--- config.mk ---
export PLATFORM = sky130hd
export DESIGN_NAME = fetch_unit_flat
export DESIGN_NICKNAME = d
export VERILOG_FILES = /design/src/rtl/fetch_unit_if.sv /design/src/rtl/fetch_unit.sv /design/src/flat_wrapper.sv
export SDC_FILE = /design/constraint.sdc
export NUM_CORES = 1
export LEC_CHECK = 0
export ABC_AREA = 1
export BUFFER_PORTS_ARGS = -buffer_cell sky130_fd_sc_hd__buf_4
export CAP_MARGIN = 20
export CORE_MARGIN = 1
export CORE_UTILIZATION = 55
export CTS_BUF_LIST = sky130_fd_sc_hd__clkbuf_16
export DETAILED_ROUTE_END_ITERATION = 8
export PLACE_DENSITY_LB_ADDON = 0.2
export SYNTH_ARGS = -nofsm -noshare
export SYNTH_HDL_FRONTEND = slang
export SYNTH_SLANG_ARGS = --single-unit
export TNS_END_PERCENT = 5
--- constraint.sdc ---
create_clock -name clk -period 16 [get_ports clk]
set_input_delay 3.2 -clock clk [delete_from_list [all_inputs] [get_ports clk]]
set_output_delay 3.2 -clock clk [all_outputs]
set_load 0.02 [all_outputs]
--- src/rtl/fetch_unit_if.sv ---
// fetch_unit_if: bundles the instruction-memory handshake and the decode-side
// signals of the fetch stage.
//   master : fetch_unit side (drives imem_req/imem_addr and the instr head)
//   slave  : memory + decoder side (drives imem_ready/imem_rdata, stall, jump)
interface fetch_unit_if;
  localparam int unsigned XLEN = 32;

  logic            imem_req;
  logic [XLEN-1:0] imem_addr;
  logic            imem_ready;
  logic [XLEN-1:0] imem_rdata;
  logic [XLEN-1:0] instr;
  logic [XLEN-1:0] instr_pc;
  logic            instr_valid;
  logic            stall;
  logic            jump_en;
  logic [XLEN-1:0] jump_addr;

  modport master (
    output imem_req, imem_addr, instr, instr_pc, instr_valid,
    input  imem_ready, imem_rdata, stall, jump_en, jump_addr
  );

  modport slave (
    input  imem_req, imem_addr, instr, instr_pc, instr_valid,
    output imem_ready, imem_rdata, stall, jump_en, jump_addr
  );
endinterface

--- src/rtl/fetch_unit.sv ---
// fetch_unit: instruction fetch stage.
// Keeps the fetch PC, issues one-at-a-time word reads over a req/ready
// handshake, buffers returned words in a 2-entry queue and presents the
// registered queue head to the decoder. A taken jump in a consume cycle
// flushes the queue and any in-flight fetch and restarts at the target.
// Ports:
//   clk  - rising-edge clock
//   rst  - asynchronous active-high reset
//   bus  - fetch_unit_if.master (imem req/addr/ready/rdata, instr/instr_pc/
//          instr_valid, stall, jump_en/jump_addr)
module fetch_unit #(
  parameter logic [31:0] RESET_PC = 32'h0000_0000
) (
  input  logic          clk,
  input  logic          rst,
  fetch_unit_if.master  bus
);

  localparam int unsigned XLEN = 32;
  localparam int unsigned CW   = 2;

  // RUN: responses are accepted; DISCARD: the outstanding response is dropped
  localparam logic [0:0] ST_RUN     = 1'b0;
  localparam logic [0:0] ST_DISCARD = 1'b1;

  logic [0:0]      state_q,   state_d;
  logic            req_q,     req_d;
  logic [XLEN-1:0] addr_q,    addr_d;
  logic [XLEN-1:0] target_q,  target_d;
  logic [CW-1:0]   count_q,   count_d;
  logic            valid_q,   valid_d;
  logic [XLEN-1:0] e0_data_q, e0_data_d;
  logic [XLEN-1:0] e0_pc_q,   e0_pc_d;
  logic [XLEN-1:0] e1_data_q, e1_data_d;
  logic [XLEN-1:0] e1_pc_q,   e1_pc_d;

  logic            completion_c;
  logic            pending_c;
  logic            consume_c;
  logic            jump_c;
  logic            push_c;
  logic            pop_c;
  logic [XLEN-1:0] jump_target_c;

  // State register
  always_ff @(posedge clk or posedge rst) begin
    if (rst) begin
      state_q   <= ST_RUN;
      req_q     <= 1'b0;
      addr_q    <= RESET_PC;
      target_q  <= '0;
      count_q   <= '0;
      valid_q   <= 1'b0;
      e0_data_q <= '0;
      e0_pc_q   <= '0;
      e1_data_q <= '0;
      e1_pc_q   <= '0;
    end else begin
      state_q   <= state_d;
      req_q     <= req_d;
      addr_q    <= addr_d;
      target_q  <= target_d;
      count_q   <= count_d;
      valid_q   <= valid_d;
      e0_data_q <= e0_data_d;
      e0_pc_q   <= e0_pc_d;
      e1_data_q <= e1_data_d;
      e1_pc_q   <= e1_pc_d;
    end
  end

  // Next-state: handshake, queue update, jump/flush handling
  always_comb begin
    state_d   = state_q;
    req_d     = req_q;
    addr_d    = addr_q;
    target_d  = target_q;
    count_d   = count_q;
    valid_d   = valid_q;
    e0_data_d = e0_data_q;
    e0_pc_d   = e0_pc_q;
    e1_data_d = e1_data_q;
    e1_pc_d   = e1_pc_q;

    completion_c  = req_q && bus.imem_ready;
    pending_c     = req_q && !bus.imem_ready;
    consume_c     = valid_q && !bus.stall;
    jump_c        = consume_c && bus.jump_en;
    push_c        = completion_c && (state_q == ST_RUN) && !jump_c;
    pop_c         = consume_c && !jump_c;
    jump_target_c = e0_pc_q + (bus.jump_addr << 2);

    if (jump_c) begin
      count_d = '0;
      valid_d = 1'b0;
      if (pending_c) begin
        // Request must stay stable until it completes; remember the target
        state_d  = ST_DISCARD;
        target_d = jump_target_c;
      end else begin
        state_d = ST_RUN;
        addr_d  = jump_target_c;
        req_d   = 1'b1;
      end
    end else begin
      unique case ({push_c, pop_c})
        2'b11: begin
          if (count_q == CW'(2)) begin
            e0_data_d = e1_data_q;
            e0_pc_d   = e1_pc_q;
            e1_data_d = bus.imem_rdata;
            e1_pc_d   = addr_q;
          end else begin
            e0_data_d = bus.imem_rdata;
            e0_pc_d   = addr_q;
          end
        end
        2'b01: begin
          e0_data_d = e1_data_q;
          e0_pc_d   = e1_pc_q;
          count_d   = count_q - CW'(1);
        end
        2'b10: begin
          if (count_q == CW'(0)) begin
            e0_data_d = bus.imem_rdata;
            e0_pc_d   = addr_q;
          end else begin
            e1_data_d = bus.imem_rdata;
            e1_pc_d   = addr_q;
          end
          count_d = count_q + CW'(1);
        end
        default: ;
      endcase
      valid_d = (count_d != CW'(0));

      if (completion_c) begin
        if (state_q == ST_DISCARD) begin
          state_d = ST_RUN;
          addr_d  = target_q;
        end else begin
          addr_d = addr_q + 32'd4;
        end
      end

      // Issue only with no request outstanding; keeps count+outstanding <= 2
      if (!pending_c) begin
        req_d = (count_d < CW'(2));
      end
    end
  end

  assign bus.imem_req    = req_q;
  assign bus.imem_addr   = addr_q;
  assign bus.instr       = e0_data_q;
  assign bus.instr_pc    = e0_pc_q;
  assign bus.instr_valid = valid_q;

endmodule
--- src/flat_wrapper.sv ---
// flat-port wrapper written by rule: the top's interface ports become plain ports
module fetch_unit_flat 
#(
  parameter logic [31:0] RESET_PC = 32'h0000_0000
)
  (clk, rst, bus_imem_req, bus_imem_addr, bus_instr, bus_instr_pc, bus_instr_valid, bus_imem_ready, bus_imem_rdata, bus_stall, bus_jump_en, bus_jump_addr);
  fetch_unit_if bus_i ();
  input  logic clk;
  input  logic rst;
  output wire logic [$bits(bus_i.imem_req)-1:0] bus_imem_req;
  output wire logic [$bits(bus_i.imem_addr)-1:0] bus_imem_addr;
  output wire logic [$bits(bus_i.instr)-1:0] bus_instr;
  output wire logic [$bits(bus_i.instr_pc)-1:0] bus_instr_pc;
  output wire logic [$bits(bus_i.instr_valid)-1:0] bus_instr_valid;
  input wire logic [$bits(bus_i.imem_ready)-1:0] bus_imem_ready;
  input wire logic [$bits(bus_i.imem_rdata)-1:0] bus_imem_rdata;
  input wire logic [$bits(bus_i.stall)-1:0] bus_stall;
  input wire logic [$bits(bus_i.jump_en)-1:0] bus_jump_en;
  input wire logic [$bits(bus_i.jump_addr)-1:0] bus_jump_addr;
  assign bus_imem_req = bus_i.imem_req;
  assign bus_imem_addr = bus_i.imem_addr;
  assign bus_instr = bus_i.instr;
  assign bus_instr_pc = bus_i.instr_pc;
  assign bus_instr_valid = bus_i.instr_valid;
  assign bus_i.imem_ready = bus_imem_ready;
  assign bus_i.imem_rdata = bus_imem_rdata;
  assign bus_i.stall = bus_stall;
  assign bus_i.jump_en = bus_jump_en;
  assign bus_i.jump_addr = bus_jump_addr;
  fetch_unit #(.RESET_PC(RESET_PC)) u_core (.clk(clk), .rst(rst), .bus(bus_i));
endmodule
Word-level counts from Yosys, hierarchy flattened
Cells that the tools add are included.

Register bits after elaboration: 197. Output and inout bits: 98. Logic and storage cells: 70.

$add $sub $neg: 4. $lt $le $gt $ge: 1. Equal/unequal tests: 8. Mux-type cells: 26. Bitwise gates (word level): 2. Reduce and logical (&&, ||, !) cells: 19.

Operators with widths (count): 2-to-1 mux 32 bit (12); case mux 32 bit (3 select lines) (2); case mux 32 bit (2 select lines) (2); adder 32 x 3 -> 32 bit (second input constant) (1); adder 32 bit (1); logical AND 1 bit (7); 2-to-1 mux 1 bit (7); == test 2 bit (second input constant) (3); nonzero test 2 bit (3); 2-to-1 mux 2 bit (2); != test 2 x 1 -> 1 bit (second input constant) (2); != test 2 bit (second input constant) (2); case mux 2 bit (2 select lines) (1); AND reduction 2 bit (2); AND reduction 4 bit (1); zero test 1 bit (3); AND reduction 3 bit (1); nonzero test 3 bit (1); adder 2 x 1 -> 2 bit (second input constant) (1); == test 2 x 1 -> 1 bit (second input constant) (1); zero test 2 bit (1); less-than comparator 2 bit (second input constant) (1); inverter 1 bit (2); subtractor 2 x 1 -> 2 bit (second input constant) (1).

Logic depth before layout (Yosys ltp)
Depth in word-level cells: 11. Mapped depth: 18.

Worst setup path before layout
No wires, ideal clock.

Path type: input to register. From: input bus_stall. To: register u_core.e0_data_q[0] (netlist: u_core.bus.instr[0]). Setup time: 0.130 ns. Arrival: 5.058 ns. Required time: 15.870 ns. Setup slack: 10.812 ns. Stages: 17. Buffers on the path: 4. Cells stage by stage: inv_1 nand2_1 nor2_2 inv_2 buf_2 nand2_1 inv_1 nand2_1 inv_1 ha_1 inv_2 buf_4 nand3_1 a21oi_1 buf_2 buf_2 a31oi_1.

Word-level cells in the longest chain between the ends: 8. Elaborated cells on any way between the ends: 14.

Ends and longest elaborated chain: start, declared (line flat_wrapper.sv:17) `input wire logic [$bits(bus_i.stall)-1:0] bus_stall;`; zero test 1 bit (*) (line fetch_unit.sv:87) `consume_c = valid_q && !bus.stall;`; logical AND 1 bit (*) (line fetch_unit.sv:87); logical AND 1 bit (line fetch_unit.sv:88) `jump_c = consume_c && bus.jump_en;`; zero test 1 bit (line fetch_unit.sv:89, fetch_unit.sv:90); logical AND 1 bit (on tied branches) (line fetch_unit.sv:90, fetch_unit.sv:89); == test 2 bit / == test 2 x 1 -> 1 bit (equally long branches) (line fetch_unit.sv:106) `unique case ({push_c, pop_c})`; != test 2 x 1 -> 1 bit (no line) / nonzero test 3 bit (equally long branches); AND reduction 3 bit (no line); end signal, assigned (line fetch_unit.sv:65) `e0_data_q <= e0_data_d;`; end, declared (line fetch_unit.sv:32) `logic [XLEN-1:0] e0_data_q, e0_data_d;`.

Every way passes the cells marked *; elsewhere a longest branch is shown, timed or not. A chain may end at the register's enable or synchronous reset.

Final worst setup path
From: input bus_stall. To: register u_core.e1_pc_q[2].

Word-level cells in the longest chain between the ends: 8. Elaborated cells on any way between the ends: 14.

Ends and longest elaborated chain: zero test 1 bit (*) (line fetch_unit.sv:87); logical AND 1 bit (*) (line fetch_unit.sv:87); logical AND 1 bit (line fetch_unit.sv:88); zero test 1 bit (line fetch_unit.sv:89, fetch_unit.sv:90); logical AND 1 bit (on tied branches) (line fetch_unit.sv:90, fetch_unit.sv:89); == test 2 bit (line fetch_unit.sv:106); != test 2 bit (no line), or another cell as far along; AND reduction 4 bit (no line); end signal, assigned (line fetch_unit.sv:68) `e1_pc_q <= e1_pc_d;`; end, declared (line fetch_unit.sv:35) `logic [XLEN-1:0] e1_pc_q, e1_pc_d;`.

Marked as above.

==> results.toml <==
[final_layout]
multi_input_area_mm2 = 0.006486
final_common_cell = "nand2_1"
seqCellArea_mm2 = 0.004930
drive_gt1_share_pct = 11.96
final_cell_mix = "591 x nand2_1, 248 x o21ai_0, 199 x inv_1"
final_cell_area_mm2 = 0.01447
syn2layout_area_growth_pct = 15.07
fillers = 2017
fin_cells = 2254
layout.nets = 2064
finalCoreUtilization_pct = 65.51
diodes = 0

[clocking]
cts.sinks = 197
clock_latency_ns = 0.44
cts_root_buf = "clkbuf_16"
numCtsBuffers = 17
clkTransAtPathRegs_ns = 0.07
post_cts_buffers = 0
cts_tree = "done"
clock_path_buffers = 2
post_cts_resized = 0
postCtsHoldBufs = 0
htreeDepth = 4

[route]
detail-route-antenna-nets = 0
wirelength_um = 36930
remaining_drc_errors = 0
drt_iter0_drc = 1223
firstDrtPassIters = 5
vias = 12600
wl_per_cell_um = 16.39
viasPerCell = 5.590

[logic_synthesis]
synthesis.area_mm2 = 0.01258
ys_seq_elements = 197
yosys.area.top_type = "dfrtp_1"
synthTopCellsByArea = "dfrtp_1 39%, nand2_1 18%, o21ai_0 9.9%"
synth.avg_cell_area_um2 = 6.759
synth_nets = 1964
ys_types = 35
synth_top_area_share_pct = 39.19
yosys_warnings = 0
seq_area_frac_synth_pct = 39.19
syn_inst = 1861

[critical_path]
setup.worst_path.start_class = "input port"
required_ns = 16.28
critPathMaxStageDelay_ns = 0.76
end_kind = "flop"
critPathTopFamily = "buffers and inverters"
crit_path_max_fanout = 88
cp_cell_sequence = "buf_4 > inv_1 > nand2_1 > nor2_2 > inv_2 > nand2_1 > inv_1 > nand2_1 > inv_1 > ha_1 > nand3_1 > o2111ai_4 > buf_4 > o21ai_0"
cp_slowest_cell = "buf_4"
worst-endpoint-arrival_ns = 6.53
worst-path-buf-inv = 6
critPathKind = "input port to flop"

[power_and_ir_drop]
power.total_w = 0.003118
vdd_ir_drop_max_v = 0.0001028
power_density_mw_per_mm2 = 215.4
p_leak_nw = 7.048

[floorplanning]
dieArea_mm2 = 0.02348
core_mm2 = 0.02209
die_y_um = 153.2
rows = 54
fp.dieW_um = 153.2
io_pins = 167
start_util_pct = 56.93

[placement]
port_buffers = 164
gp_congestion = 1.004
hpwlAfterDp_um = 25550
dp.cells = 2220
dpl_cell_area_mm2 = 0.01387

[grt]
grt_max_degree = 129
grt_pass1_vias = 11780
antenna_found_initial = 0
grt_util_all_layers_pct = 32.10
overflow = 0
grt_first_pass_wirelength_um = 60160

[timing]
finalHoldViolCount = 0
skew_ns = 0.01316
max_slew_margin_pct = 33.98
setup_violations = 0
fmax_mhz = 159.9
fin_crit_ns = 6.254
finalSetupTns_ns = 0
maxSlewViolCount = 0
worst_pin_slew_ns = 0.9892
fin_crit_sh_pct = 39.09
rsz0062_at_grt = "no"

[run_status]
outcome = "complete, no violations"

[worst_hold_path]
hold_class = "flop to flop"

[flow_run]
cap_violations = 0
-- area by class of cell --
cell class / count / area share [%]
Multi-Input combinational cell: 1362 / 44.81
Sequential cell: 197 / 34.06
Timing Repair Buffer: 178 / 9.509
Inverter: 205 / 5.386
Clock buffer: 17 / 2.939
Tap cell: 280 / 2.420
Clock inverter: 15 / 0.8731
-- cells by family (layout without fill, tap and decap cells) --
family | count (synthesis) | after routing | share of synthesized area [%]
XOR/XNOR | 27 | 27 | 1.880
AND/OR/NAND/NOR | 867 | 867 | 27.61
adder cells (fa/ha/maj) | 34 | 34 | 3.442
flip-flops | 197 | 197 | 39.19
AO/OA/AOI/OAI | 434 | 434 | 18.25
buffers and inverters | 302 | 415 | 9.619
-- registers in the layout, indices dropped and copies added (netlist names) --
register,cells
u_core.count_q,2
u_core.bus.instr,32
u_core.bus.instr_valid,1
u_core.e1_pc_q,32
u_core.e1_data_q,32
u_core.bus.imem_addr,32
u_core.bus.imem_req,1
u_core.state_q,1
u_core.target_q,32
u_core.bus.instr_pc,32
-- power breakdown --
| group | internal [W] | total [W] | switching (W) | leakage, nW |
|---|---|---|---|---|
| Sequential | 0.000738 | 0.000962 | 0.000223 | 2.40 |
| Clock | 0.000203 | 0.000409 | 0.000206 | 0.266 |
| Combinational | 0.000603 | 0.00175 | 0.00114 | 4.38 |
| Total | 0.00154 | 0.00312 | 0.00157 | 7.05 |
-- synth_stat cells, drive strengths merged --
cell / n
a21o: 1
a21oi: 96
a22oi: 1
a31oi: 74
buf: 48
clkbuf: 49
clkinv: 1
dfrtp: 197
fa: 1
ha: 33
inv: 204
nand2: 595
nand3: 88
nand4: 6
nor2: 162
nor3: 15
o2111ai: 1
o211ai: 6
o21ai: 251
o21bai: 2
o22ai: 2
or2: 1
xnor2: 14
xor2: 13
-- through the flow --
stage | hold WS [ns] | worst slack, ns
global placement | 0.4634 | 9.371
floorplan | 0.4488 | 7.431
detailed placement | 0.4723 | 9.329
finish | 0.4904 | 9.746
global route | 0.5210 | 9.373
CTS | 0.4901 | 9.765
-- worst min-delay path: stages (launching register included) --
cell     delay (ns)
dfrtp_1        0.35
nand2_1        0.05
o21ai_0        0.06
-- routing by layer --
| layer | global-route usage [%] | up-vias | share of wire, % |
|---|---|---|---|
| met5 | 0 | - | 0 |
| met2 | 52.25 | 454 | 47 |
| met1 | 43.38 | 5845 | 43 |
| li1 | - | 6218 | - |
| met4 | 11.01 | 0 | 2.8 |
| met3 | 5.415 | 82 | 7.3 |
-- final timing paths --
kind,start,endpoint,slack [ns],depth (start not counted)
max,bus_stall,u_core.e1_pc_q[2],9.75,14
min,u_core.target_q[13],u_core.target_q[13],0.49,2
max reg2reg,u_core.bus.instr_valid,u_core.e1_pc_q[2],12.21,12
min reg2reg,u_core.target_q[13],u_core.target_q[13],0.49,2
max in group asynchronous,rst,u_core.bus.imem_addr[26],11.55,3
min in group asynchronous,rst,u_core.e1_data_q[28],2.92,2
(Power assumes the default switching activity.)
